### config.mk
export PLATFORM = sky130hd
export DESIGN_NAME = cps2_sync_monitor
export DESIGN_NICKNAME = d
export VERILOG_FILES = /design/src/rtl/cps2_sync_monitor.sv
export SDC_FILE = /design/constraint.sdc
export NUM_CORES = 1
export LEC_CHECK = 0
export CAP_MARGIN = 10
export CORE_UTILIZATION = 55
export CTS_CLUSTER_SIZE = 12
export DETAILED_ROUTE_END_ITERATION = 10
export GPL_ROUTABILITY_DRIVEN = 0
export PLACE_DENSITY = 0.83
export SLEW_MARGIN = 20
export SYNTH_ARGS = -nofsm -noshare
export SYNTH_HDL_FRONTEND = slang
export SYNTH_SLANG_ARGS = --single-unit
### constraint.sdc
create_clock -name PCLK_i -period 10 [get_ports PCLK_i]
set_clock_uncertainty 0.1 [all_clocks]
set_input_delay 1 -clock PCLK_i [delete_from_list [all_inputs] [get_ports PCLK_i]]
set_output_delay 1 -clock PCLK_i [all_outputs]
set_load 0.03 [all_outputs]
### src/rtl/cps2_sync_monitor.sv
// cps2_sync_monitor
//   Watches the raw CPS2 HSYNC/VSYNC pair, measures dots per line and lines
//   per frame, and runs a lock state machine. The frontend output is enabled
//   only while the incoming timing has been a valid CPS2 mode for
//   LOCK_FRAMES consecutive frames.
//
// Ports
//   PCLK_i        pixel clock (2x dot clock), the only clock
//   reset_n       synchronous active-low reset
//   HSYNC_i       raw active-low horizontal sync, synchronous to PCLK_i
//   VSYNC_i       raw active-low vertical sync, synchronous to PCLK_i
//   enable_i      CPU enable; low forces IDLE
//   meas_h_total  last measured line length, in dots
//   meas_v_total  last measured frame length, in lines
//   locked        state == LOCKED
//   out_en        frontend output enable (same as locked)
//   lock_lost     one-cycle pulse when LOCKED is left because of a fault
//   state_o       IDLE=0, SEARCH=1, VERIFY=2, LOCKED=3
module cps2_sync_monitor #(
  parameter int H_TOTAL_EXP = 512,
  parameter int V_TOTAL_EXP = 262,
  parameter int H_TOL       = 4,
  parameter int V_TOL       = 2,
  parameter int LOCK_FRAMES = 4
) (
  input  logic       PCLK_i,
  input  logic       reset_n,
  input  logic       HSYNC_i,
  input  logic       VSYNC_i,
  input  logic       enable_i,
  output logic [9:0] meas_h_total,
  output logic [9:0] meas_v_total,
  output logic       locked,
  output logic       out_en,
  output logic       lock_lost,
  output logic [1:0] state_o
);

  typedef enum logic [1:0] {
    ST_IDLE   = 2'd0,
    ST_SEARCH = 2'd1,
    ST_VERIFY = 2'd2,
    ST_LOCKED = 2'd3
  } state_t;

  localparam logic [10:0] H_EXP   = 11'(H_TOTAL_EXP);
  localparam logic [10:0] V_EXP   = 11'(V_TOTAL_EXP);
  localparam logic [10:0] H_TOL_W = 11'(H_TOL);
  localparam logic [10:0] V_TOL_W = 11'(V_TOL);
  localparam logic [10:0] V_MAX   = 11'(V_TOTAL_EXP + V_TOL);
  localparam logic [3:0]  LOCK_N  = 4'(LOCK_FRAMES);

  state_t      state_q, state_d;
  logic        hs_prev_q, hs_prev_d;
  logic        vs_prev_q, vs_prev_d;
  logic [10:0] pclk_cnt_q, pclk_cnt_d;
  logic [9:0]  line_cnt_q, line_cnt_d;
  logic [3:0]  good_cnt_q, good_cnt_d;
  logic        first_h_q, first_h_d;
  logic [9:0]  meas_h_q, meas_h_d;
  logic [9:0]  meas_v_q, meas_v_d;
  logic        lock_lost_q, lock_lost_d;

  logic        hedge, fstart;
  logic [10:0] h_meas, v_meas, h_diff, v_diff;
  logic        h_ok, v_ok;
  logic        h_fault, v_fault, overrun, timeout, fault;
  logic [3:0]  good_inc;

  // Edge detection, measurement and fault decode.
  always_comb begin
    hedge   = hs_prev_q & ~HSYNC_i;
    // vs_prev only moves on line edges, so this is a once-per-line sample.
    fstart  = hedge & vs_prev_q & ~VSYNC_i;

    h_meas  = {1'b0, pclk_cnt_q[10:1]};
    v_meas  = {1'b0, line_cnt_q} + 11'd1;
    // Absolute difference without wrap: subtract the smaller from the larger.
    h_diff  = (h_meas >= H_EXP) ? (h_meas - H_EXP) : (H_EXP - h_meas);
    v_diff  = (v_meas >= V_EXP) ? (v_meas - V_EXP) : (V_EXP - v_meas);
    h_ok    = (h_diff <= H_TOL_W);
    v_ok    = (v_diff <= V_TOL_W);

    h_fault = hedge & ~first_h_q & ~h_ok;
    v_fault = fstart & ~v_ok;
    // Fires on the edge that would push line_cnt past the allowed maximum.
    overrun = hedge & ~fstart & ({1'b0, line_cnt_q} >= V_MAX);
    timeout = &pclk_cnt_q;
    fault   = h_fault | v_fault | overrun | timeout;
  end

  // Counters and measurement registers.
  always_comb begin
    hs_prev_d  = HSYNC_i;
    vs_prev_d  = hedge ? VSYNC_i : vs_prev_q;
    pclk_cnt_d = pclk_cnt_q;
    line_cnt_d = line_cnt_q;
    first_h_d  = first_h_q;
    meas_h_d   = meas_h_q;
    meas_v_d   = meas_v_q;

    if (state_q == ST_IDLE) begin
      pclk_cnt_d = '0;
      line_cnt_d = '0;
      first_h_d  = 1'b1;
    end else begin
      if (hedge) begin
        pclk_cnt_d = 11'd1;
        meas_h_d   = pclk_cnt_q[10:1];
        first_h_d  = 1'b0;
      end else if (!timeout) begin
        pclk_cnt_d = pclk_cnt_q + 11'd1;
      end

      if (fstart) begin
        line_cnt_d = '0;
        meas_v_d   = v_meas[9:0];
      end else if (hedge && (line_cnt_q != 10'h3FF)) begin
        line_cnt_d = line_cnt_q + 10'd1;
      end
    end
  end

  // Lock state machine.
  always_comb begin
    state_d     = state_q;
    good_cnt_d  = good_cnt_q;
    lock_lost_d = 1'b0;
    good_inc    = good_cnt_q + 4'd1;

    if (!enable_i) begin
      state_d = ST_IDLE;
    end else begin
      case (state_q)
        ST_IDLE: state_d = ST_SEARCH;
        ST_SEARCH: begin
          // The partial frame before the first frame start is never judged.
          if (fstart) begin
            state_d    = ST_VERIFY;
            good_cnt_d = '0;
          end
        end
        ST_VERIFY: begin
          if (fault) begin
            state_d = ST_SEARCH;
          end else if (fstart) begin
            good_cnt_d = good_inc;
            if (good_inc == LOCK_N) state_d = ST_LOCKED;
          end
        end
        ST_LOCKED: begin
          if (fault) begin
            state_d     = ST_SEARCH;
            lock_lost_d = 1'b1;
          end
        end
        default: state_d = ST_IDLE;
      endcase
    end
  end

  always_ff @(posedge PCLK_i) begin
    if (!reset_n) begin
      state_q     <= ST_IDLE;
      hs_prev_q   <= 1'b0;
      vs_prev_q   <= 1'b0;
      pclk_cnt_q  <= '0;
      line_cnt_q  <= '0;
      good_cnt_q  <= '0;
      first_h_q   <= 1'b1;
      meas_h_q    <= '0;
      meas_v_q    <= '0;
      lock_lost_q <= 1'b0;
    end else begin
      state_q     <= state_d;
      hs_prev_q   <= hs_prev_d;
      vs_prev_q   <= vs_prev_d;
      pclk_cnt_q  <= pclk_cnt_d;
      line_cnt_q  <= line_cnt_d;
      good_cnt_q  <= good_cnt_d;
      first_h_q   <= first_h_d;
      meas_h_q    <= meas_h_d;
      meas_v_q    <= meas_v_d;
      lock_lost_q <= lock_lost_d;
    end
  end

  assign state_o      = state_q;
  assign locked       = (state_q == ST_LOCKED);
  assign out_en       = locked;
  assign lock_lost    = lock_lost_q;
  assign meas_h_total = meas_h_q;
  assign meas_v_total = meas_v_q;

endmodule

After elaboration in Yosys (flattened, before gate mapping)
Cells that the tools add are included.

Register bits: 51. Bits in writable memories: 0. Memories: 0. Memory bits (read-only): 0. Bits in latches: 0.

$mul: 0. Multiplexer cells: 15. Eq/ne operators: 12. Magnitude comparators: 5. Add/subtract/negate cells: 8. Reduce and logical (&&, ||, !) cells: 13. Shifts and indexed selects: 0. Bitwise logic cells: 19. Divide/modulo/power cells: 0.

Operators with widths (number): 2-to-1 mux 11 bit (2); 2-to-1 mux 4 bit (3); adder 10 x 1 -> 11 bit (second input constant) (1); adder 11 x 1 -> 11 bit (second input constant) (1); greater-or-equal comparator 11 x 9 -> 1 bit (second input constant) (1); <= comparator 11 x 2 -> 1 bit (second input constant) (1); <= comparator 11 x 3 -> 1 bit (second input constant) (1); AND reduction 11 bit (1); subtractor 10 x 10 -> 11 bit (first input constant) (1); subtractor 10 x 10 -> 11 bit (second input constant) (1); subtractor 11 x 9 -> 11 bit (second input constant) (1); subtractor 9 x 11 -> 11 bit (first input constant) (1); adder 10 x 1 -> 10 bit (second input constant) (1); greater-or-equal comparator 10 bit (second input constant) (1); greater-or-equal comparator 10 x 9 -> 1 bit (second input constant) (1); 2-to-1 mux 2 bit (5); != test 10 bit (second input constant) (1); AND 1 bit (8); != test 2 bit (second input constant) (4); NOT 1 bit (8); case mux 2 bit (4 select lines) (1); case mux 4 bit (2 select lines) (1); != test 3 bit (second input constant) (2); AND reduction 2 bit (3); 15 further kinds (21).

Depth between registers and ports, before layout
Gate-level depths: netlist of run 1.

Depth in word-level cells: 11. Depth in mapped cells: 14. Depth with buffers taken out: 13.

Least setup slack after synthesis of run 1
Ideal clock, no wire load.

Path kind: register -> register. Start: reg line_cnt_q[1]. End: reg state_q[1], in the netlist state_o[1]. Arrival: 3259 ps. Path buffers: 1. Slack: 6583 ps. Stages on the path, launching flop included: 14. Library setup time: 59 ps. Data required time: 9841 ps. Path through: dfxtp_1 -> ha_1 -> buf_2 -> xor2_1 -> ha_1 -> nand2_1 -> and2_1 -> or3_1 -> mux2_2 -> a31oi_1 -> o2111ai_2 -> o21a_1 -> or3_1 -> nand2_1.

Word-level cells in the longest chain between the ends: 11. Elaborated cells between the ends (all ways): 19.

Ends and longest elaborated chain: from (decl) (RTL line 57) `logic [9:0] line_cnt_q, line_cnt_d;`; from (signal assigned) (RTL line 179) `line_cnt_q <= line_cnt_d;`; adder 10 x 1 -> 11 bit (*) (RTL line 77) `v_meas = {1'b0, line_cnt_q} + 11'd1;`; named net v_meas[2] (RTL line 65) `logic [10:0] h_meas, v_meas, h_diff, v_diff;`; subtractor 9 x 11 -> 11 bit (tied with other cells) (RTL line 80) `v_diff = (v_meas >= V_EXP) ? (v_meas - V_EXP) : (V_EXP - v_meas);`; 2-to-1 mux 11 bit (*) (RTL line 80); <= comparator 11 x 2 -> 1 bit (*) (RTL line 82) `v_ok = (v_diff <= V_TOL_W);`; NOT 1 bit (*) (RTL line 85) `v_fault = fstart & ~v_ok;`; AND 1 bit (*) (RTL line 85); bitwise OR 1 bit (*) (3 in a row) (RTL line 89) `fault = h_fault | v_fault | overrun | timeout;`; != test 3 bit (no line) (tied with other cells); AND reduction 4 bit (no line) or case mux 2 bit (4 select lines) (tied branches); to (signal assigned) (RTL line 175) `state_q <= state_d;`; to (decl) (RTL line 53) `state_t state_q, state_d;`.

The timed path passes the listed nets; every way through them passes the cells marked *. A chain may end at the register's enable or synchronous reset.

Final worst setup path of run 1
Start: reg line_cnt_q[0]. End: reg state_q[1], in the netlist state_o[1].

Same word-level chain as after synthesis.

==> impl_results.md, run 1 <==
- Status: finished clean
- Critical Path Slowest Stage Cell: dfxtp_1
- Worst Tran Pin Value: 970 ps
- Via-per-instance ratio: 6.01
- Sequential-to-total area share from yosys stat: 0.342
- Initial Utilization: 0.577
- Setup CP Type: register to register
- Critical Path Max Stage Delay: 620 ps
- Slew HR: 0.350
- Synth Cell Area: 0.00298 mm^2
- FF+latch count, synth: 51
- Yosys cell types: 61
- Synthesized netlist cell count: 371
- EDFF count, synth: 0
- Worst setup EP type: register
- Clock period minus worst slack: 4300 ps
- Tot Pwr: 345 uW
- Placed Cells: 455
- RSZ-0062 raised after global routing: false
- Post-DP HPWL: 4.69 mm
- Critical path, cell by cell: ha_1 -> xor2_1 -> ha_1 -> nand2_1 -> and2_1 -> or3_1 -> mux2_2 -> a31oi_1 -> o2111ai_2 -> o21a_1 -> or3_1 -> nand2_1
- Dominant cell type by area after synthesis: dfxtp_1
- Max-cap violations: 0
- Max-slew violations: 0
- Setup TNS: 0 ps
- Antenna cells: 0
- Full die area: 0.00572 mm^2
- First-pass GRT wire length: 11.1 mm
- Largest net degree at the start of global routing: 24
- Design area: 0.00337 mm^2
- Max frequency: 0.233 GHz
- Setup Buffers After CTS: 0
- Drt first pass iters: 5
- CTS max path bufs: 2
- Setup ws final: 5700 ps
- Root buf cell: clkbuf_8
- WP depth: 12
- DR vias: 2782
- Clk_lat worst skew: 310 ps
- CTS Hold Buffers Added: 0
- Buf/Inv on CP: 0
- Synth area leaders: dfxtp_1 34%, nand2_1 6.9%, ha_1 5.5%
- Leak: 1.21 nW
- WP data required: 10170 ps
- Non-filler cells, final: 463
- Setup WS pre-CTS: 5870 ps
- Syn_area_per_cell: 8.04 um^2
- GR Util All Layers: 0.254
- Placed Area: 0.00327 mm^2
- Async SR Flop Fraction: 0
- Share of layout cells above drive strength 1: 0.0560
- Rows: 26
- Routed wire length: 6.55 mm
- Die H: 75.7 um
- Buffers added on ports: 29
- Overflow after GRT: 0
- CTS tree: built
- Total CTS buffers: 5
- Delay-heaviest family, CP: simple AND/OR/NAND/NOR gates
- Post-synth top area share: 0.342
- Final Hold Fails: 0
- Crit start category: register
- Final Util: 0.651
- WL/cell: 14.2 um
- Syn Nets: 389
- Core Footprint: 0.00517 mm^2
- Hold path depth: 2
- Final setup violation count: 0
- IO Count: 30
- Clk slew on worst S/H paths: 90 ps
- Max VDD drop: 0.0663 mV
- Post-route ant nets: 0
- Reg2Reg Depth: 12
- Vias in the first global route: 2469
- Die W: 75.7 um
- Number of synthesis warnings: 0
- CP Max Fanout: 11
- Period Utilization, post-route: 0.430
- Initial antenna violation count: 0
- # resized after CTS: 0
- # DRC: 0
- First DRT Iteration DRCs: 248
- Synth-to-Final Area Change: 12.8%
- Worst EP arrival: 4460 ps
- Hold slack final: 354 ps
- Final net count: 410
- Count leader, synth: nand2_1
- Tightest Hold Check Type: register to register
- Clk sinks: 51
- Pwr Density: 102 mW/mm^2
- CTS H-tree depth: 2
- Top_reg_cell synth: dfxtp_1
- Post-synth top cells: 55 x nand2_1, 51 x dfxtp_1, 43 x nor2_1
-- report_power, final --
part	internal (mW)	total (mW)	switching (mW)	leakage, nW
Sequential	0.204	0.205	0.000960	0.411
Combinational	0.00484	0.0135	0.00870	0.746
Clock	0.0568	0.126	0.0695	0.0484
Total	0.266	0.345	0.0792	1.21
-- cell usage in the layout (no fill, tap or decap), types with 3 or more instances in the layout --
| cell type | n |
|---|---|
| inv_1 | 9 |
| o22ai_1 | 4 |
| or3_1 | 4 |
| a211oi_1 | 5 |
| ha_1 | 13 |
| o31ai_1 | 7 |
| nand3_1 | 15 |
| and3_1 | 5 |
| mux2i_1 | 7 |
| nor3_1 | 7 |
| dfxtp_1 | 51 |
| clkbuf_8 | 6 |
| clkdlybuf4s50_1 | 29 |
| nand4_1 | 8 |
| a21o_1 | 3 |
| a21oi_1 | 25 |
| xnor2_1 | 7 |
| nor2_1 | 43 |
| nand2_1 | 55 |
| o31a_1 | 3 |
| nor2b_1 | 3 |
| nand2b_1 | 4 |
| xor2_1 | 15 |
| nor4_1 | 3 |
| o21ai_0 | 9 |
| and2_1 | 4 |
-- registers in the layout, indices dropped and copies added (netlist names) --
signal / flops
good_cnt_q: 4
lock_lost: 1
meas_h_total: 10
first_h_q: 1
meas_v_total: 10
hs_prev_q: 1
line_cnt_q: 10
vs_prev_q: 1
state_o: 2
pclk_cnt_q: 11
-- routing by layer --
metal,global-route usage,share of wire,vias to the layer above
met1,0.329,0.47,1281
met4,0.113,0.027,0
li1,-,-,1363
met3,0.0582,0.069,23
met2,0.404,0.43,115
met5,0,0,-
-- worst paths after layout --
check / from / end / slack (ps)
max: line_cnt_q[0] / state_o[1] / 5700
min: first_h_q / first_h_q / 350
max reg2reg: line_cnt_q[0] / state_o[1] / 5700
min reg2reg: first_h_q / first_h_q / 350
-- logic make-up (layout without fill, tap and decap cells) --
| kind of cell | count (synthesis) | in the layout | share of synthesized area |
|---|---|---|---|
| adder cells (fa/ha/maj) | 13 | 13 | 0.0545 |
| AND/OR/NAND/NOR | 166 | 166 | 0.267 |
| multiplexers | 10 | 10 | 0.0348 |
| flip-flops | 51 | 51 | 0.342 |
| AO/OA/AOI/OAI | 83 | 83 | 0.191 |
| XOR/XNOR | 22 | 22 | 0.0646 |
| buffers and inverters | 26 | 48 | 0.0457 |
-- worst register-to-register path, cell delays in order, from the launching register on --
cell and delay (ps):
dfxtp_1 620, ha_1 470, xor2_1 470, ha_1 390, nand2_1 110, and2_1 220, or3_1 400, mux2_2 290
a31oi_1 210, o2111ai_2 250, o21a_1 280, or3_1 370, nand2_1 70
-- area by class of cell --
| type | instances | area [um^2] |
|---|---|---|
| clock buffer | 7 | 86.3 |
| clock inverter | 1 | 8.76 |
| fill | 440 | 1810 |
| inverter | 10 | 37.5 |
| multi-input combinational | 294 | 1830 |
| sequential | 51 | 1020 |
| tap | 70 | 87.6 |
| timing repair buffer | 30 | 298 |
(Power assumes the default switching activity.)
==> inputs of run 2 (changes only) <==
Clock period 10 ns to 4.4 ns, I/O delays scaled along.
==> run 2 against run 1 <==
Combinational power is 130% higher. Die area did not move. Global-route usage grew 0.098 points. Critical path type unchanged. Largest cell class unchanged.
==> impl_results.md, run 2 (synthesis results as in run 1) <==
- Via-per-instance ratio: 5.85
- Overflow after GRT: 0
- Crit start category: register
- Commonest non-fill, non-tap cells in the layout: 55 x nand2_1, 51 x dfxtp_1, 43 x nor2_1
- Post-DP HPWL: 4.81 mm
- Routed length on met3: 426 um
- Final net count: 411
- WL met2: 2.96 mm
- Most common cell after layout, fill and taps aside: nand2_1
- Top layer in use: met4
- Switch share: 0.214
- Rows: 26
- Pwr Density: 248 mW/mm^2
- WP data required: 4560 ps
- Comb pwr share: 0.037
- Setup Buffers After CTS: 0
- Total CTS buffers: 5
- CTS Hold Buffers Added: 0
- Clk network pwr share: 0.410
- Clk_lat worst skew: 310 ps
- Area taken by multi-input logic gates: 0.00183 mm^2
- # DRC: 0
- Storage cell area: 0.00102 mm^2
- Int Pwr: 662 uW
- Hold path depth: 2
- Max FFs per register: 11
- CTS max path bufs: 2
- Antenna cells: 0
- Max-slew violations: 0
- CP Max Fanout: 10
- Final Hold Fails: 0
- Setup CP Type: register to register
- Routed wire length: 6.62 mm
- Synth-to-Final Area Change: 13.9%
- GR Util All Layers: 0.255
- Post-route ant nets: 0
- Net Sw Power: 180 uW
- Register-to-Register Setup Slack: 350 ps
- Clk sinks: 51
- Setup ws final: 348 ps
- Slew HR: 0.399
- Initial antenna violation count: 0
- CTS H-tree depth: 2
- Share of layout cells above drive strength 1: 0.0609
- Tightest Hold Check Type: register to register
- IO Count: 30
- Reg power frac: 0.553
- DR vias: 2713
- Die H: 75.7 um
- Period Utilization, post-route: 0.921
- Drt first pass iters: 4
- Clock period minus worst slack: 4050 ps
- Final setup violation count: 0
- Largest net degree at the start of global routing: 24
- Core Footprint: 0.00517 mm^2
- Fillers: 455
- Critical R2R Launch: line_cnt_q[1]
- Critical path, cell by cell: ha_1 -> xor2_1 -> ha_1 -> nand2_1 -> and2_1 -> or3_1 -> mux2_2 -> a31oi_1 -> o2111ai_2 -> o21a_1 -> or3_1 -> nand2_1
- Vias in the first global route: 2334
- First-pass GRT wire length: 11.0 mm
- Worst Tran Pin Value: 898 ps
- WL/cell: 14.3 um
- Setup WS pre-CTS: 478 ps
- Worst EP arrival: 4220 ps
- Critical Path Slowest Stage Cell: xor2_1
- Largest register by flop count: pclk_cnt_q
- CTS tree: built
- Initial Utilization: 0.577
- Root buf cell: clkbuf_8
- Min-delay src: first_h_q
- Critical Path Max Stage Delay: 450 ps
- Max VDD drop: 0.247 mV
- # resized after CTS: 0
- Clk slew on worst S/H paths: 90 ps
- Full die area: 0.00572 mm^2
- Setup TNS: 0 ps
- Reg2Reg Depth: 12
- Max frequency: 0.247 GHz
- Final Util: 0.657
- RSZ-0062 raised after global routing: false
- Reg-to-Reg End: state_o[1]
- Leak: 1.22 nW
- Die W: 75.7 um
- Worst setup EP type: register
- Tot Pwr: 841 uW
- Max-cap violations: 0
- Buffers added on ports: 29
- Status: finished clean
- Hold EP: first_h_q
- First DRT Iteration DRCs: 216
- Met1 wire length: 3.12 mm
run 2: cell count changes in the layout (fill, tap and decap cells not counted):
cell       previous run  this run
buf_4                 1         2
bufinv_16             0         1
inv_6                 0         1
clkbuf_1              1         0
clkinv_4              1         0
run 2: routing by layer:
| layer | GRT usage | vias up |
|---|---|---|
| li1 | - | 1364 |
| met4 | 0.0802 | 0 |
| met2 | 0.391 | 95 |
| met3 | 0.0622 | 10 |
| met5 | 0 | - |
| met1 | 0.353 | 1244 |
run 2: final cells by class:
type,count,area share
repair buffers,31,0.0898
inverters,10,0.0110
flip-flops and latches,51,0.300
well taps,70,0.0258
clock buffers,6,0.0243
clock inverters,2,0.0114
multi-input cells,294,0.537
run 2: worst max path at each step:
stage	from	end	slack [ps]	cells past startpoint
2_1_floorplan	line_cnt_q[1]	state_o[1]	980	13
3_3_place_gp	line_cnt_q[1]	state_o[1]	720	12
3_5_place_dp	line_cnt_q[1]	state_o[1]	480	12
4_1_cts	line_cnt_q[1]	good_cnt_q[0]	460	12
5_1_grt	line_cnt_q[1]	state_o[1]	140	12
6_report	line_cnt_q[1]	state_o[1]	350	12
run 2: power groups by stage:
stage          clock network, mW  logic [mW]  registers [mW]
2_1_floorplan                  0      0.0183           0.477
3_3_place_gp                   0      0.0303           0.476
3_5_place_dp                   0      0.0309           0.476
4_1_cts                    0.353      0.0311           0.465
5_1_grt                    0.371      0.0338           0.466
6_report                   0.345      0.0310           0.465
run 2: worst max-delay path, delay by kind of cell (launching register included):
family	cells	cell delay (ps)
AO/OA/AOI/OAI	3	770
multiplexers	1	280
XOR/XNOR	1	450
flip-flops	1	410
AND/OR/NAND/NOR	5	1180
adder cells (fa/ha/maj)	2	810
run 2: through the flow:
step	std cells	cell area [um^2]	hold slack, ps
floorplan	371	2980	323
global placement	456	3280	332
detailed placement	456	3280	335
CTS	464	3400	352
global route	464	3400	371
finish	464	3400	355
==> inputs of run 3 (changes only) <==
--- a/config.mk
+++ b/config.mk
@@ -12,2 +12,3 @@
 export GPL_ROUTABILITY_DRIVEN = 0
+export GPL_TIMING_DRIVEN = 0
 export PLACE_DENSITY = 0.83
==> constraint.sdc (replaced) <==
create_clock -name PCLK_i -period 4.4 [get_ports PCLK_i]
set_clock_uncertainty 0.1 [all_clocks]
set_input_delay 0.88 -clock PCLK_i [delete_from_list [all_inputs] [get_ports PCLK_i]]
set_output_delay 0.88 -clock PCLK_i [all_outputs]
set_load 0.03 [all_outputs]
==> run 3 against run 2 <==
Non-clock buffer count up 14. Critical path depth up 1. Die area unchanged.
==> impl_results.md, run 3 (synthesis results as in run 1) <==
- Most common cell after layout, fill and taps aside: nand2_1
- Post-DP HPWL: 4.75 mm
- Critical Path Slowest Stage Cell: xor2_1
- Tightest Hold Check Type: register to register
- Setup Buffers After CTS: 0
- Max VDD drop: 0.121 mV
- Setup TNS: 0 ps
- Vias in the first global route: 2376
- Switch share: 0.229
- GR Util All Layers: 0.249
- Critical Path Max Stage Delay: 490 ps
- Via-per-instance ratio: 5.82
- Root buf cell: clkbuf_8
- Post-route ant nets: 0
- Die W: 75.7 um
- CTS max path bufs: 2
- Largest net degree at the start of global routing: 16
- Synth-to-Final Area Change: 15.4%
- Clock period minus worst slack: 4020 ps
- Max-slew violations: 0
- Commonest non-fill, non-tap cells in the layout: 55 x nand2_1, 51 x dfxtp_1, 43 x nor2_1
- Max-cap violations: 0
- Max frequency: 0.249 GHz
- Register-to-Register Setup Slack: 380 ps
- Largest register by flop count: pclk_cnt_q
- Final net count: 425
- Status: finished clean
- Clk slew on worst S/H paths: 90 ps
- Buf/Inv on CP: 1
- Grt met1 use: 0.344
- WP data required: 4560 ps
- Clk network pwr share: 0.343
- Slew HR: 0.309
- Worst EP arrival: 4180 ps
- Delay-heaviest family, CP: simple AND/OR/NAND/NOR gates
- Reg power frac: 0.614
- Setup CP Type: register to register
- Worst Tran Pin Value: 1030 ps
- First-pass GRT wire length: 10.8 mm
- Pwr Density: 220 mW/mm^2
- Die H: 75.7 um
- Worst setup EP type: register
- Clk sinks: 51
- RSZ-0062 raised after global routing: false
- Buffers added on ports: 29
- Full die area: 0.00572 mm^2
- Critical path, cell by cell: ha_1 -> buf_2 -> xor2_1 -> ha_1 -> nand2_1 -> and2_1 -> or3_1 -> mux2_2 -> a31oi_1 -> o2111ai_2 -> o21a_1 -> or3_1 -> nand2_1
- Final Util: 0.666
- CP Max Fanout: 10
- Clk_lat worst skew: 300 ps
- Rows: 26
- # resized after CTS: 0
- Initial antenna violation count: 0
- Crit start category: register
- First DRT Iteration DRCs: 241
- Top Usage Layer GRT: met2
- Overflow after GRT: 0
- Initial Utilization: 0.577
- CTS tree: built
- # DRC: 0
- Core Footprint: 0.00517 mm^2
- Comb pwr share: 0.043
- CTS Hold Buffers Added: 0
- Net Sw Power: 174 uW
- WL/cell: 13.8 um
- M2 GR Usage: 0.394
- Period Utilization, post-route: 0.914
- Final setup violation count: 0
- Max FFs per register: 11
- Final Hold Fails: 0
- Drt first pass iters: 5
- IO Count: 30
- DR vias: 2778
- CTS H-tree depth: 2
- Int Pwr: 584 uW
- M3 GR Usage: 0.0397
- Leak: 1.26 nW
- Antenna cells: 0
- Total CTS buffers: 5
- Routed wire length: 6.58 mm
- Share of layout cells above drive strength 1: 0.0762
==> run 3: path summary, 6_finish.rpt <==
kind | from | to | depth (start not counted)
max | line_cnt_q[1] | state_o[1] | 13
min | meas_h_total[0] | meas_h_total[0] | 2
max reg2reg | line_cnt_q[1] | state_o[1] | 13
min reg2reg | meas_h_total[0] | meas_h_total[0] | 2
==> run 3: per-layer routing <==
layer / share of wire / up-vias
met2: 0.44 / 105
met1: 0.48 / 1275
met4: 0.013 / 0
li1: - / 1387
met5: 0 / -
met3: 0.067 / 11
==> run 3: power by group through the flow <==
stage | combinational [mW] | sequential, mW | clock [mW]
6_report | 0.0328 | 0.465 | 0.260
5_1_grt | 0.0359 | 0.466 | 0.285
4_1_cts | 0.0326 | 0.465 | 0.269
3_5_place_dp | 0.0325 | 0.476 | 0
3_3_place_gp | 0.0315 | 0.476 | 0
2_1_floorplan | 0.0183 | 0.477 | 0
==> run 3: worst min-delay path, stage by stage (launching register included) <==
cell and delay, ps:
dfxtp_1 320, nand2_1 50, a21oi_1 50
==> run 3: final cells by class <==
class / count / area [um^2]
multi-input combinational: 294 / 1830
fill: 454 / 1730
sequential: 51 / 1020
timing repair buffer: 29 / 290
buffer: 16 / 98.8
tap: 70 / 87.6
clock buffer: 5 / 68.8
inverter: 10 / 37.5
clock inverter: 2 / 13.8
==> run 3: per-stage QoR <==
stage / setup WS [ps] / cell area [um^2] / instances / hold WS (ps) / power (mW)
2_1_floorplan: 983 / 2980 / 371 / 323 / 0.495
3_3_place_gp: 574 / 3360 / 470 / 337 / 0.507
3_5_place_dp: 461 / 3360 / 470 / 343 / 0.508
4_1_cts: 440 / 3440 / 477 / 359 / 0.767
5_1_grt: 181 / 3440 / 477 / 373 / 0.787
6_report: 378 / 3440 / 477 / 356 / 0.758
